===== src/rtl/riscv_defs_pkg.sv =====
// Shared RISC-V core constants.
// Fetch width, canonical NOP and default reset vector.
package riscv_defs_pkg;
  localparam int          XLEN         = 32;
  localparam logic [31:0] INST_NOP     = 32'h0000_0013;
  localparam logic [31:0] RESET_PC_DEF = 32'h0000_0000;
endpackage


===== src/rtl/sync_fifo.sv =====
// Synchronous FIFO with wrap-bit pointers.
// clr empties the FIFO exactly like rst.
module sync_fifo #(
  parameter int WIDTH = 64,
  parameter int DEPTH = 4
) (
  input  logic                     clk,
  input  logic                     rst,
  input  logic                     clr,
  input  logic                     push,
  input  logic [WIDTH-1:0]         din,
  input  logic                     pop,
  output logic [WIDTH-1:0]         dout,
  output logic                     empty,
  output logic                     full,
  output logic [$clog2(DEPTH):0]   level
);
  localparam int AW = $clog2(DEPTH);

  logic [WIDTH-1:0] mem [DEPTH];
  logic [AW:0]      wp;
  logic [AW:0]      rp;
  logic             wr_en;
  logic             rd_en;

  assign empty = (wp == rp);
  assign full  = (wp[AW] != rp[AW]) &&
                 (wp[AW-1:0] == rp[AW-1:0]);
  assign level = wp - rp;
  assign dout  = mem[rp[AW-1:0]];
  assign wr_en = push && (!full || pop);
  assign rd_en = pop && !empty;

  always_ff @(posedge clk) begin
    if (rst || clr) begin
      wp <= '0;
      rp <= '0;
    end else begin
      if (wr_en) wp <= wp + (AW+1)'(1);
      if (rd_en) rp <= rp + (AW+1)'(1);
    end
  end

  // Storage needs no reset; pointers define validity.
  always_ff @(posedge clk) begin
    if (wr_en && !(rst || clr))
      mem[wp[AW-1:0]] <= din;
  end
endmodule


===== src/rtl/ifetch_prefetch.sv =====
// Instruction fetch with credit-limited ROM prefetch.
// Buffers {inst, pc} for decode; flushes on redirect.
module ifetch_prefetch #(
  parameter int XLEN  = riscv_defs_pkg::XLEN,
  parameter int DEPTH = 4,
  parameter logic [XLEN-1:0] RESET_PC =
    XLEN'(riscv_defs_pkg::RESET_PC_DEF)
) (
  input  logic                      clk,
  input  logic                      rst,
  output logic                      rom_req_o,
  output logic [XLEN-1:0]           rom_addr_o,
  input  logic [XLEN-1:0]           rom_data_i,
  input  logic                      jump_en_i,
  input  logic [XLEN-1:0]           jump_addr_i,
  output logic                      inst_valid_o,
  input  logic                      inst_ready_i,
  output logic [XLEN-1:0]           inst_o,
  output logic [XLEN-1:0]           inst_addr_o,
  output logic [$clog2(DEPTH):0]    level_o
);
  import riscv_defs_pkg::*;

  localparam int LW = $clog2(DEPTH) + 1;

  logic [XLEN-1:0]   fetch_pc;
  logic [XLEN-1:0]   pc_pipe;
  logic              inflight;
  logic              discard;
  logic              push;
  logic              pop;
  logic              empty;
  logic              full;
  logic [LW-1:0]     level;
  logic [LW:0]       need;
  logic [2*XLEN-1:0] head;

  assign pop  = !empty && inst_ready_i && !jump_en_i;
  assign push = inflight && !discard;

  // Slots already promised to in-flight words count against capacity.
  assign need = {1'b0, level}
              + {{LW{1'b0}}, inflight}
              - {{LW{1'b0}}, pop};

  assign rom_req_o = !rst && !jump_en_i &&
                     !(full && !pop) &&
                     (need < (LW+1)'(DEPTH));
  assign rom_addr_o = fetch_pc;

  always_ff @(posedge clk) begin
    if (rst) begin
      fetch_pc <= RESET_PC;
      pc_pipe  <= '0;
      inflight <= 1'b0;
      discard  <= 1'b0;
    end else if (jump_en_i) begin
      fetch_pc <= {jump_addr_i[XLEN-1:2], 2'b00};
      inflight <= 1'b0;
      discard  <= inflight;
    end else begin
      inflight <= rom_req_o;
      discard  <= 1'b0;
      if (rom_req_o) begin
        fetch_pc <= fetch_pc + XLEN'(4);
        pc_pipe  <= fetch_pc;
      end
    end
  end

  sync_fifo #(
    .WIDTH (2*XLEN),
    .DEPTH (DEPTH)
  ) u_fifo (
    .clk   (clk),
    .rst   (rst),
    .clr   (jump_en_i),
    .push  (push),
    .din   ({rom_data_i, pc_pipe}),
    .pop   (pop),
    .dout  (head),
    .empty (empty),
    .full  (full),
    .level (level)
  );

  assign inst_valid_o = !empty;
  assign inst_o       = empty ? XLEN'(INST_NOP)
                              : head[2*XLEN-1:XLEN];
  assign inst_addr_o  = empty ? '0 : head[XLEN-1:0];
  assign level_o      = level;
endmodule


===== config.mk =====
export PLATFORM = sky130hd
export DESIGN_NAME = ifetch_prefetch
export DESIGN_NICKNAME = d
export VERILOG_FILES = /design/src/rtl/riscv_defs_pkg.sv /design/src/rtl/sync_fifo.sv /design/src/rtl/ifetch_prefetch.sv
export SDC_FILE = /design/constraint.sdc
export NUM_CORES = 1
export LEC_CHECK = 0
export BUFFER_PORTS_ARGS = -buffer_cell sky130_fd_sc_hd__buf_2
export CAP_MARGIN = 10
export CORE_MARGIN = 1
export CORE_UTILIZATION = 58
export DETAILED_ROUTE_END_ITERATION = 12
export PLACE_DENSITY = 0.8
export SKIP_CTS_REPAIR_TIMING = 1
export SLEW_MARGIN = 0
export SYNTH_ARGS = -nofsm -noshare
export SYNTH_HDL_FRONTEND = slang
export SYNTH_HIERARCHICAL = 1
export SYNTH_SLANG_ARGS = --single-unit

===== constraint.sdc =====
create_clock -name clk -period 3.95 [get_ports clk]
set_input_delay 0.395 -clock clk [delete_from_list [all_inputs] [get_ports clk]]
set_output_delay 0.395 -clock clk [all_outputs]
set_load 0.05 [all_outputs]

==> reports/metrics.yaml, run 1 <==
outcome: "finished, final reports clean"
synth.area.top_cells: "edfxtp_1 58%, mux4_2 11%, dfxtp_1 11%"
vdd_ir_drop_max_uv: 331.5
ys.flop_type: "edfxtp_1"
dr_wl_met3_microns: 1677
routed-via-count: 7707
ys_warn_count: 6
clock-sinks: 326
regArea_sq_mm: 0.009096
multi_input_area_sq_mm: 0.003921
cts_tree: "built"
hold_ws_ns: 0.04903
placed_area_sq_mm: 0.01447
detailedPlace.worstSlack_ns: 0.3678
synthArstFlopShare: 0
fin_crit_ns: 3.734
rr_startpoint: "u_fifo/wp[0]"
p_per_area_mw_per_mm2: 457.5
cts_buffers: 30
cp_max_fo: 11
ant_nets: 0
met2_length_microns: 12350
synth_common_cells: "256 x edfxtp_1, 83 x nand2_1, 70 x dfxtp_1, 64 x mux4_2, 61 x nor2b_1"
critPathLaunch: "u_fifo/wp[0]"
rrSetupSlack_ns: 0.52
drt_iter0_drc: 437
crit_end: "rom_req_o"
core_area_sq_mm: 0.02209
drcViolationCount: 0
fmax_mhz: 267.8
grt_max_degree: 67
routabilityCongestion: 0.8831
cts_max_path_buffers: 3
fin_worst_skew_ns: 0.01517
port_buffers: 164
drt-vias-per-instance: 5.799
avgRoutedWirePerCell_microns: 19.38
ff2ff_path_depth: 15
crit_type: "register to output port"
yosys.cell_types.count: 62
h-tree-depth: 1
synth-edff-count: 256
boundaryPins: 169
rsz0062_at_grt: "no"
syn_avg_cell_area_sq_um: 15.64
n_antenna_cell: 0
ys_seq_area_frac: 0.6861
ys_ff_latch: 326
hold_depth: 2
fp-row-count: 54
slew_headroom: 0.3575
clk_pin_slew_worst_paths_ns: 0.07
hpwl_microns: 16330
grtUsageTotal: 0.2259
drive_gt1_frac: 0.3117
rr_endpoint: "rom_addr_o[16]"
first_global_vias: 7808
antenna_found_initial: 0
dieArea_sq_mm: 0.02345
grt_pass1_wl_microns: 41600
die_h_microns: 153.1
finalNetCount: 1105
insertion_delay_ns: 0.55
crit_required_ns: 3.56
syn_to_final_growth_pct: 17.10
syn-cell-area_sq_mm: 0.01325
maxCapViolations: 0
tightest_slew_ns: 0.9637
worstPathArrival_ns: 3.34
initial_core_util: 0.5996
hold_viol: 0
synth_top_cell_area_share: 0.5803
p_leak_nw: 5.402
yosys.cell_count.top_type: "edfxtp_1"
wl_microns: 25760
cp-start-kind: "register"
postLayoutCellArea_sq_mm: 0.01551
grt_overflow: 0
cts-root-buf: "clkbuf_16"
syn_inst: 847
slew_viol_final: 0
fin_crit_sh: 0.9453
endpoint_kind: "output port"
yosys.area.top_type: "edfxtp_1"
dr.pass1.iters: 6
post-route-util: 0.7021
hold_class: "input port to register"
fillers: 1468
top_layer: "met4"
die_w_microns: 153.1
met1_length_microns: 11250
postLayoutSetupSlackWorst_ns: 0.2159
setup_viol: 0
cell families (layout without fill, tap and decap cells):
group | after synthesis | after routing | synth area share
flops | 326 | 326 | 0.6861
buf+inv | 71 | 264 | 0.02342
compound gates | 98 | 98 | 0.05176
other cells | 1 | 10 | 0.0002831
mux | 75 | 75 | 0.1171
fa+ha+maj | 12 | 12 | 0.01190
simple gates | 252 | 252 | 0.1014
xor+xnor | 12 | 12 | 0.007935
metrics by stage:
stage / setup TNS [ns] / instances / power, W
finish: 0 / 1329 / 0.007097
floorplan: 0 / 856 / 0.004108
detailed placement: 0 / 1272 / 0.004242
CTS: -0.2305 / 1328 / 0.007152
global route: 0 / 1329 / 0.007311
global placement: 0 / 1272 / 0.004232
placed cells by master (no fill, tap or decap), types with 10 or more instances in the layout:
cell	synthesis	routed
edfxtp_1	256	256
buf_2	10	163
nand2_1	83	83
dfxtp_1	70	68
mux4_2	64	64
nor2b_1	61	61
a21oi_1	37	37
nor2_1	36	34
clkbuf_16	0	31
inv_1	22	21
buf_4	8	17
a311oi_1	11	11
mux2i_1	11	11
ha_1	11	11
nand3_1	10	10
conb_1	1	10
clkinv_2	0	10
state kept, by name, indices dropped and copies added, names as in the netlist, named ones only:
| register | flops |
|---|---|
| u_fifo/mem | 256 |
| pc_pipe | 30 |
| rom_addr_o | 30 |
| u_fifo/rp | 3 |
| u_fifo/wp | 3 |
| discard | 1 |
| inflight | 1 |
worst min path at each step:
stage	to	from	slack [ns]
6_report	rom_addr_o[31]	jump_addr_i[31]	0.05
5_1_grt	rom_addr_o[31]	jump_addr_i[31]	0.04
4_1_cts	rom_addr_o[31]	jump_addr_i[31]	0.03
3_5_place_dp	discard	inflight	0.47
3_3_place_gp	discard	inflight	0.47
2_1_floorplan	discard	inflight	0.45
final cells by class:
| type | count | area share |
|---|---|---|
| clock buffer | 34 | 0.05138 |
| multi-input combinational | 459 | 0.2528 |
| timing repair buffer | 185 | 0.06727 |
| clock inverter | 22 | 0.01396 |
| inverter | 23 | 0.005566 |
| sequential | 326 | 0.5864 |
| tap | 280 | 0.02259 |
metal layers:
layer / vias up / global-route usage
met3: 47 / 0.03629
met2: 295 / 0.3710
met5: - / 0
met4: 0 / 0.05339
met1: 3772 / 0.3202
li1: 3593 / -
worst max-delay path, stage by stage (launching register included):
cell	delay (ns)
dfxtp_1	0.38
inv_1	0.12
ha_1	0.34
nand2_1	0.15
nor2_4	0.04
nand2b_2	0.25
nor2_4	0.15
ha_1	0.16
inv_1	0.04
ha_1	0.26
nand3b_1	0.12
and4bb_2	0.30
o21ai_4	0.08
inv_2	0.17
buf_4	0.23
where the power goes:
part           total (W)  switching, W  internal, W
logic           0.000382      0.000273     0.000109
registers        0.00379     0.0000576      0.00373
clock network    0.00293       0.00122      0.00171
total            0.00710       0.00155      0.00555
Note: power is estimated with default switching activity, not from simulation.
==> inputs of run 2 (changes only) <==
--- a/config.mk
+++ b/config.mk
@@ -5,12 +5,13 @@
 export SDC_FILE = /design/constraint.sdc
 export NUM_CORES = 1
 export LEC_CHECK = 0
+export ABC_AREA = 1
 export BUFFER_PORTS_ARGS = -buffer_cell sky130_fd_sc_hd__buf_2
 export CAP_MARGIN = 10
 export CORE_MARGIN = 1
 export CORE_UTILIZATION = 58
 export DETAILED_ROUTE_END_ITERATION = 12
-export PLACE_DENSITY = 0.8
+export PLACE_DENSITY = 0.79
 export SKIP_CTS_REPAIR_TIMING = 1
 export SLEW_MARGIN = 0
 export SYNTH_ARGS = -nofsm -noshare
==> reports/metrics.yaml, run 2 <==
detailedPlace.worstSlack_ns: 0.4917
insertion_delay_ns: 0.51
initial_core_util: 0.5972
drt-vias-per-instance: 5.402
worstPathArrival_ns: 3.30
final_cell_mix: "256 x edfxtp_1, 249 x nor2_1, 196 x nand2_1"
fin_crit_sh: 0.9348
outcome: "finished, final reports clean"
antenna_found_initial: 2
hold_depth: 1
die_h_microns: 158.4
combPwrFrac: 0.070
wl_microns: 30750
synth_top_cell_area_share: 0.5419
clock-sinks: 326
cts_max_path_buffers: 3
rrSetupSlack_ns: 0.59
routabilityCongestion: 0.8663
synth_top_family_by_area: "simple AND/OR/NAND/NOR gates"
syn_avg_cell_area_sq_um: 10.19
dieArea_sq_mm: 0.02509
vdd_ir_drop_max_uv: 323.9
fmax_mhz: 270.8
synth-edff-count: 256
syn_to_final_growth_pct: 15.28
routed-via-count: 10230
postLayoutSetupSlackWorst_ns: 0.2577
synthArstFlopShare: 0
yosys.area.top_type: "edfxtp_1"
cp_max_fo: 8
ys_ff_latch: 326
ys.flop_type: "edfxtp_1"
avgRoutedWirePerCell_microns: 16.24
worstHoldEndpoint: "u_fifo/mem[3][55]"
ys_seq_area_frac: 0.6407
cp_slowest_cell: "dfxtp_1"
grt_max_degree: 67
mostFrequentLayoutCell: "edfxtp_1"
min_from: "rom_data_i[23]"
largest_register_ffs: 256
synth.area.top_cells: "edfxtp_1 54%, dfxtp_1 9.9%, nor2_1 6.7%"
synth-adder-area-share: 0.01111
cts_buffers: 34
synth_common_cells: "256 x edfxtp_1, 253 x nor2_1, 196 x nand2_1, 124 x inv_1, 107 x o21ai_0"
sw_frac_of_total: 0.2311
finalNetCount: 1630
hold_viol: 0
h-tree-depth: 2
fp-row-count: 56
grt_pass1_wl_microns: 47960
core_area_sq_mm: 0.02375
p_per_area_mw_per_mm2: 457.0
crit_type: "register to output port"
slew_headroom: 0.4556
maxCapViolations: 0
path_delay_family: "simple AND/OR/NAND/NOR gates"
first_global_vias: 9453
ys_warn_count: 6
port_buffers: 164
ant_nets: 0
rr_startpoint: "u_fifo/wp[0]"
crit_top_cell: "nand2_1"
p_leak_nw: 6.546
synthMuxAreaShare: 0.0007938
p_clk_frac: 0.416
cp-start-kind: "register"
p_seq_frac: 0.514
synth_compound_area_frac: 0.1153
grtUsageTotal: 0.2470
drive_gt1_frac: 0.1804
synth-xor-area-share: 0.001235
tightest_slew_ns: 0.8154
cts-root-buf: "clkbuf_16"
ff2ff_path_depth: 21
setup_viol: 0
rr_endpoint: "rom_addr_o[23]"
critPathBufInv: 6
syn_inst: 1392
slew_viol_final: 0
crit_required_ns: 3.56
endpoint_kind: "output port"
cts_tree: "built"
drcViolationCount: 0
cp_cell_sequence: "inv_1 > ha_1 > nand2_1 > inv_1 > nand3_2 > inv_2 > inv_1 > nand2_1 > nor2_1 > ha_1 > inv_1 > ha_1 > nand3_1 > nand2_1 > nand2_1 > nand2_1 > nand2_2 > nor2_8 > buf_6"
clk_pin_slew_worst_paths_ns: 0.06
dr.pass1.iters: 5
post-route-util: 0.6885
grt_overflow: 0
hold_class: "input port to register"
drt_iter0_drc: 841
max_stage_delay_ns: 0.40
boundaryPins: 169
power.internal_w: 0.005747
syn-cell-area_sq_mm: 0.01419
die_w_microns: 158.4
synth-simple-area-share: 0.1612
hpwl_microns: 18660
fin_worst_skew_ns: 0.01286
yosys.cell_count.top_type: "edfxtp_1"
power_switching_w: 0.001727
yosys.cell_types.count: 40
fin_crit_ns: 3.692
-- run 2: routing by layer --
metal  wire (microns)  track usage  share of wire
met5               11            0        0.00036
met4              675      0.07189          0.022
met3             1980      0.03838          0.064
met2            14930       0.4248           0.49
met1            13160       0.3242           0.43
-- run 2: power groups by stage --
stage / Sequential (W) / Clock, W / Combinational, W
5_1_grt: 0.00385 / 0.00328 / 0.000572
3_3_place_gp: 0.00391 / 0 / 0.000506
3_5_place_dp: 0.00391 / 0 / 0.000516
4_1_cts: 0.00384 / 0.00315 / 0.000519
2_1_floorplan: 0.00395 / 0 / 0.000321
6_report: 0.00384 / 0.00311 / 0.000522
-- run 2: worst reg2reg max path: stages (launching register included) --
cell	delay, ns
dfxtp_1	0.40
inv_1	0.11
ha_1	0.32
nand2_1	0.08
inv_1	0.07
nand3_2	0.11
inv_2	0.05
inv_1	0.06
nand2_1	0.09
nor2_1	0.15
ha_1	0.17
inv_1	0.04
ha_1	0.28
nand3_1	0.10
nand2_1	0.06
nand2_1	0.06
nand2_1	0.12
nand3_4	0.26
nand2_4	0.19
inv_2	0.33
nand2_1	0.14
a21oi_2	0.15
-- run 2: layout make-up --
class | instances | area (sq um)
diodes | 1 | 2.502
clock buffers | 44 | 909.6
clock inverters | 16 | 180.2
fillers | 1775 | 7398
inverters | 132 | 500.5
multi-input cells | 869 | 4182
flip-flops and latches | 326 | 9094
well taps | 319 | 399.1
repair buffers | 187 | 1087
-- run 2: cells by family after synthesis --
| kind of cell | after synthesis |
|---|---|
| XOR/XNOR | 2 |
| adder cells (fa/ha/maj) | 12 |
| buffers and inverters | 206 |
| flip-flops | 326 |
| multiplexers | 1 |
| AO/OA/AOI/OAI | 301 |
| AND/OR/NAND/NOR | 543 |
| other | 1 |
-- run 2: worst max-delay path by stage --
| stage | end | cells after the start | start |
|---|---|---|---|
| 6_report | rom_req_o | 19 | u_fifo/wp[0] |
| 5_1_grt | rom_req_o | 19 | u_fifo/wp[0] |
| 4_1_cts | rom_req_o | 19 | u_fifo/wp[0] |
| 3_5_place_dp | rom_addr_o[23] | 21 | u_fifo/wp[0] |
| 3_3_place_gp | rom_addr_o[23] | 21 | u_fifo/wp[0] |
| 2_1_floorplan | u_fifo/mem[0][0] | 13 | u_fifo/wp[0] |
-- run 2: per-stage QoR --
step	hold slack (ns)	instances	total power, W	TNS [ns]	instance area (sq um)
6_report	0.09876	1894	0.007474	0	16350
5_1_grt	0.08237	1893	0.007700	-0.01294	16350
3_3_place_gp	0.4728	1830	0.004415	0	15230
2_1_floorplan	0.4407	1401	0.004275	-76.20	14230
4_1_cts	0.08090	1890	0.007510	0	16320
3_5_place_dp	0.4688	1830	0.004429	0	15230
==> inputs of run 3 (changes only) <==
--- a/config.mk
+++ b/config.mk
@@ -8,10 +8,12 @@
 export ABC_AREA = 1
 export BUFFER_PORTS_ARGS = -buffer_cell sky130_fd_sc_hd__buf_2
 export CAP_MARGIN = 10
+export CORE_ASPECT_RATIO = 0.7
 export CORE_MARGIN = 1
-export CORE_UTILIZATION = 58
+export CORE_UTILIZATION = 53
 export DETAILED_ROUTE_END_ITERATION = 12
-export PLACE_DENSITY = 0.79
+export HOLD_SLACK_MARGIN = 0.05
+export PLACE_DENSITY = 0.77
 export SKIP_CTS_REPAIR_TIMING = 1
 export SLEW_MARGIN = 0
 export SYNTH_ARGS = -nofsm -noshare
==> constraint.sdc (replaced) <==
create_clock -name clk -period 3.05 [get_ports clk]
set_input_delay 0.305 -clock clk [delete_from_list [all_inputs] [get_ports clk]]
set_output_delay 0.305 -clock clk [all_outputs]
set_load 0.05 [all_outputs]
==> reports/metrics.yaml, run 3 (synthesis gave the netlist of run 2 again) <==
outcome: "finished with violations"
violations: "negative setup slack"
critPathBufInv: 6
drt-vias-per-instance: 5.346
fin_crit_sh: 1.050
cp_cell_sequence: "inv_4 > ha_4 > nand2_4 > inv_4 > nand3_4 > inv_4 > clkinvlp_4 > nand2_4 > nor2_4 > ha_4 > inv_2 > ha_4 > nand4_1 > nand2_1 > nand2_1 > nand2_2 > nor2_8 > buf_8"
finalNetCount: 1671
maxCapViolations: 0
grt_use_met1: 0.3566
clock-sinks: 326
grtUsageMet2: 0.3619
cp_slowest_cell: "dfxtp_4"
tightest_slew_ns: 0.7723
insertion_delay_ns: 0.55
fin_worst_skew_ns: 0.01383
crit_required_ns: 2.74
first_global_vias: 9548
h-tree-depth: 1
drcViolationCount: 0
final_cell_mix: "256 x edfxtp_1, 248 x nor2_1, 193 x nand2_1"
hpwl_microns: 20460
place_inst: 1873
grt_max_degree: 71
grt_pass1_wl_microns: 51290
syn_to_final_growth_pct: 18.84
grt.met3_usage: 0.03794
die_h_microns: 138.9
grt_overflow: 0
largest_register_ffs: 256
routed-via-count: 10540
avgRoutedWirePerCell_microns: 16.83
top_usage_layer: "met2"
core_area_sq_mm: 0.02599
port_buffers: 164
endpoint_kind: "output port"
slew_viol_final: 0
vdd_ir_drop_max_uv: 450.0
antenna_found_initial: 0
cts-root-buf: "clkbuf_16"
drive_gt1_frac: 0.1969
grtUsageTotal: 0.2359
routabilityCongestion: 0.9526
worstPathArrival_ns: 2.90
instances_no_fill: 1972
dieArea_sq_mm: 0.02744
die_w_microns: 197.5
clk_pin_slew_worst_paths_ns: 0.07
fp-row-count: 49
mostFrequentLayoutCell: "edfxtp_1"
ant_nets: 0
rrSetupSlack_ns: 0.23
dr.pass1.iters: 6
cp-start-kind: "register"
fin_setup_tns_ns: -0.1535
postLayoutSetupSlackWorst_ns: -0.1535
p_leak_nw: 6.701
drt_iter0_drc: 778
cp_max_fo: 6
initial_core_util: 0.5457
cts_tree: "built"
cts_buffers: 30
n_antenna_cell: 0
cts_max_path_buffers: 3
crit_type: "register to output port"
slew_headroom: 0.4851
path_delay_family: "simple AND/OR/NAND/NOR gates"
fillers: 2058
wl_microns: 33190
fmax_mhz: 312.2
hold_viol: 0
fin_crit_ns: 3.203
hold_class: "input port to register"
p_per_area_mw_per_mm2: 553.2
setup_viol: 1
max_stage_delay_ns: 0.38
boundaryPins: 169
rsz0062_at_grt: "yes"
==> run 3: area by class of cell <==
cell class / instances / area, sq um / share of cell area
Sequential cell: 326 / 9105 / 0.5401
Multi-Input combinational cell: 869 / 4328 / 0.2567
Timing Repair Buffer: 232 / 1511 / 0.08965
Clock buffer: 43 / 882.1 / 0.05232
Inverter: 132 / 511.7 / 0.03035
Tap cell: 357 / 446.7 / 0.02650
Clock inverter: 13 / 73.82 / 0.004379
==> run 3: metal layers <==
metal / up-vias / routed length [microns] / part of all wire
li1: 5133 / - / -
met1: 5013 / 15200 / 0.46
met2: 362 / 15090 / 0.45
met3: 34 / 2470 / 0.074
met4: 0 / 430 / 0.013
met5: - / 0 / 0
==> run 3: report_power, final <==
group / switching (W) / internal, W / leakage (nW)
registers: 0.0000922 / 0.00488 / 2.93
logic: 0.000532 / 0.000227 / 3.31
clock network: 0.00158 / 0.00201 / 0.466
==> run 3: through the flow <==
step | utilization | total power [W] | setup slack (ns) | instance area, sq um | hold slack (ns)
floorplan | - | 0.005545 | -0.04783 | 14340 | 0.3674
global placement | 0.5922 | 0.005751 | 0.07459 | 15390 | 0.4835
detailed placement | 0.5922 | 0.005769 | -0.03303 | 15390 | 0.4901
CTS | 0.6289 | 0.009323 | -0.6035 | 16350 | -0.04799
global route | 0.6485 | 0.009635 | -0.3030 | 16860 | 0.05346
finish | 0.6485 | 0.009326 | -0.1535 | 16860 | 0.04047
==> run 3: final timing paths <==
kind                                 startpoint        endpoint  cells after the start
worst min register to register   rom_addr_o[31]     pc_pipe[31]                      2
worst max-delay path               u_fifo/wp[0]       rom_req_o                     18
worst min-delay path            jump_addr_i[31]  rom_addr_o[31]                      5
worst max register to register     u_fifo/wp[0]      pc_pipe[9]                     20
==> run 3: worst min-delay path, stage by stage <==
cell and delay [ns]:
buf_2 0.07, nand2_1 0.04, nand3_1 0.07, nand2_1 0.04, inv_1 0.04
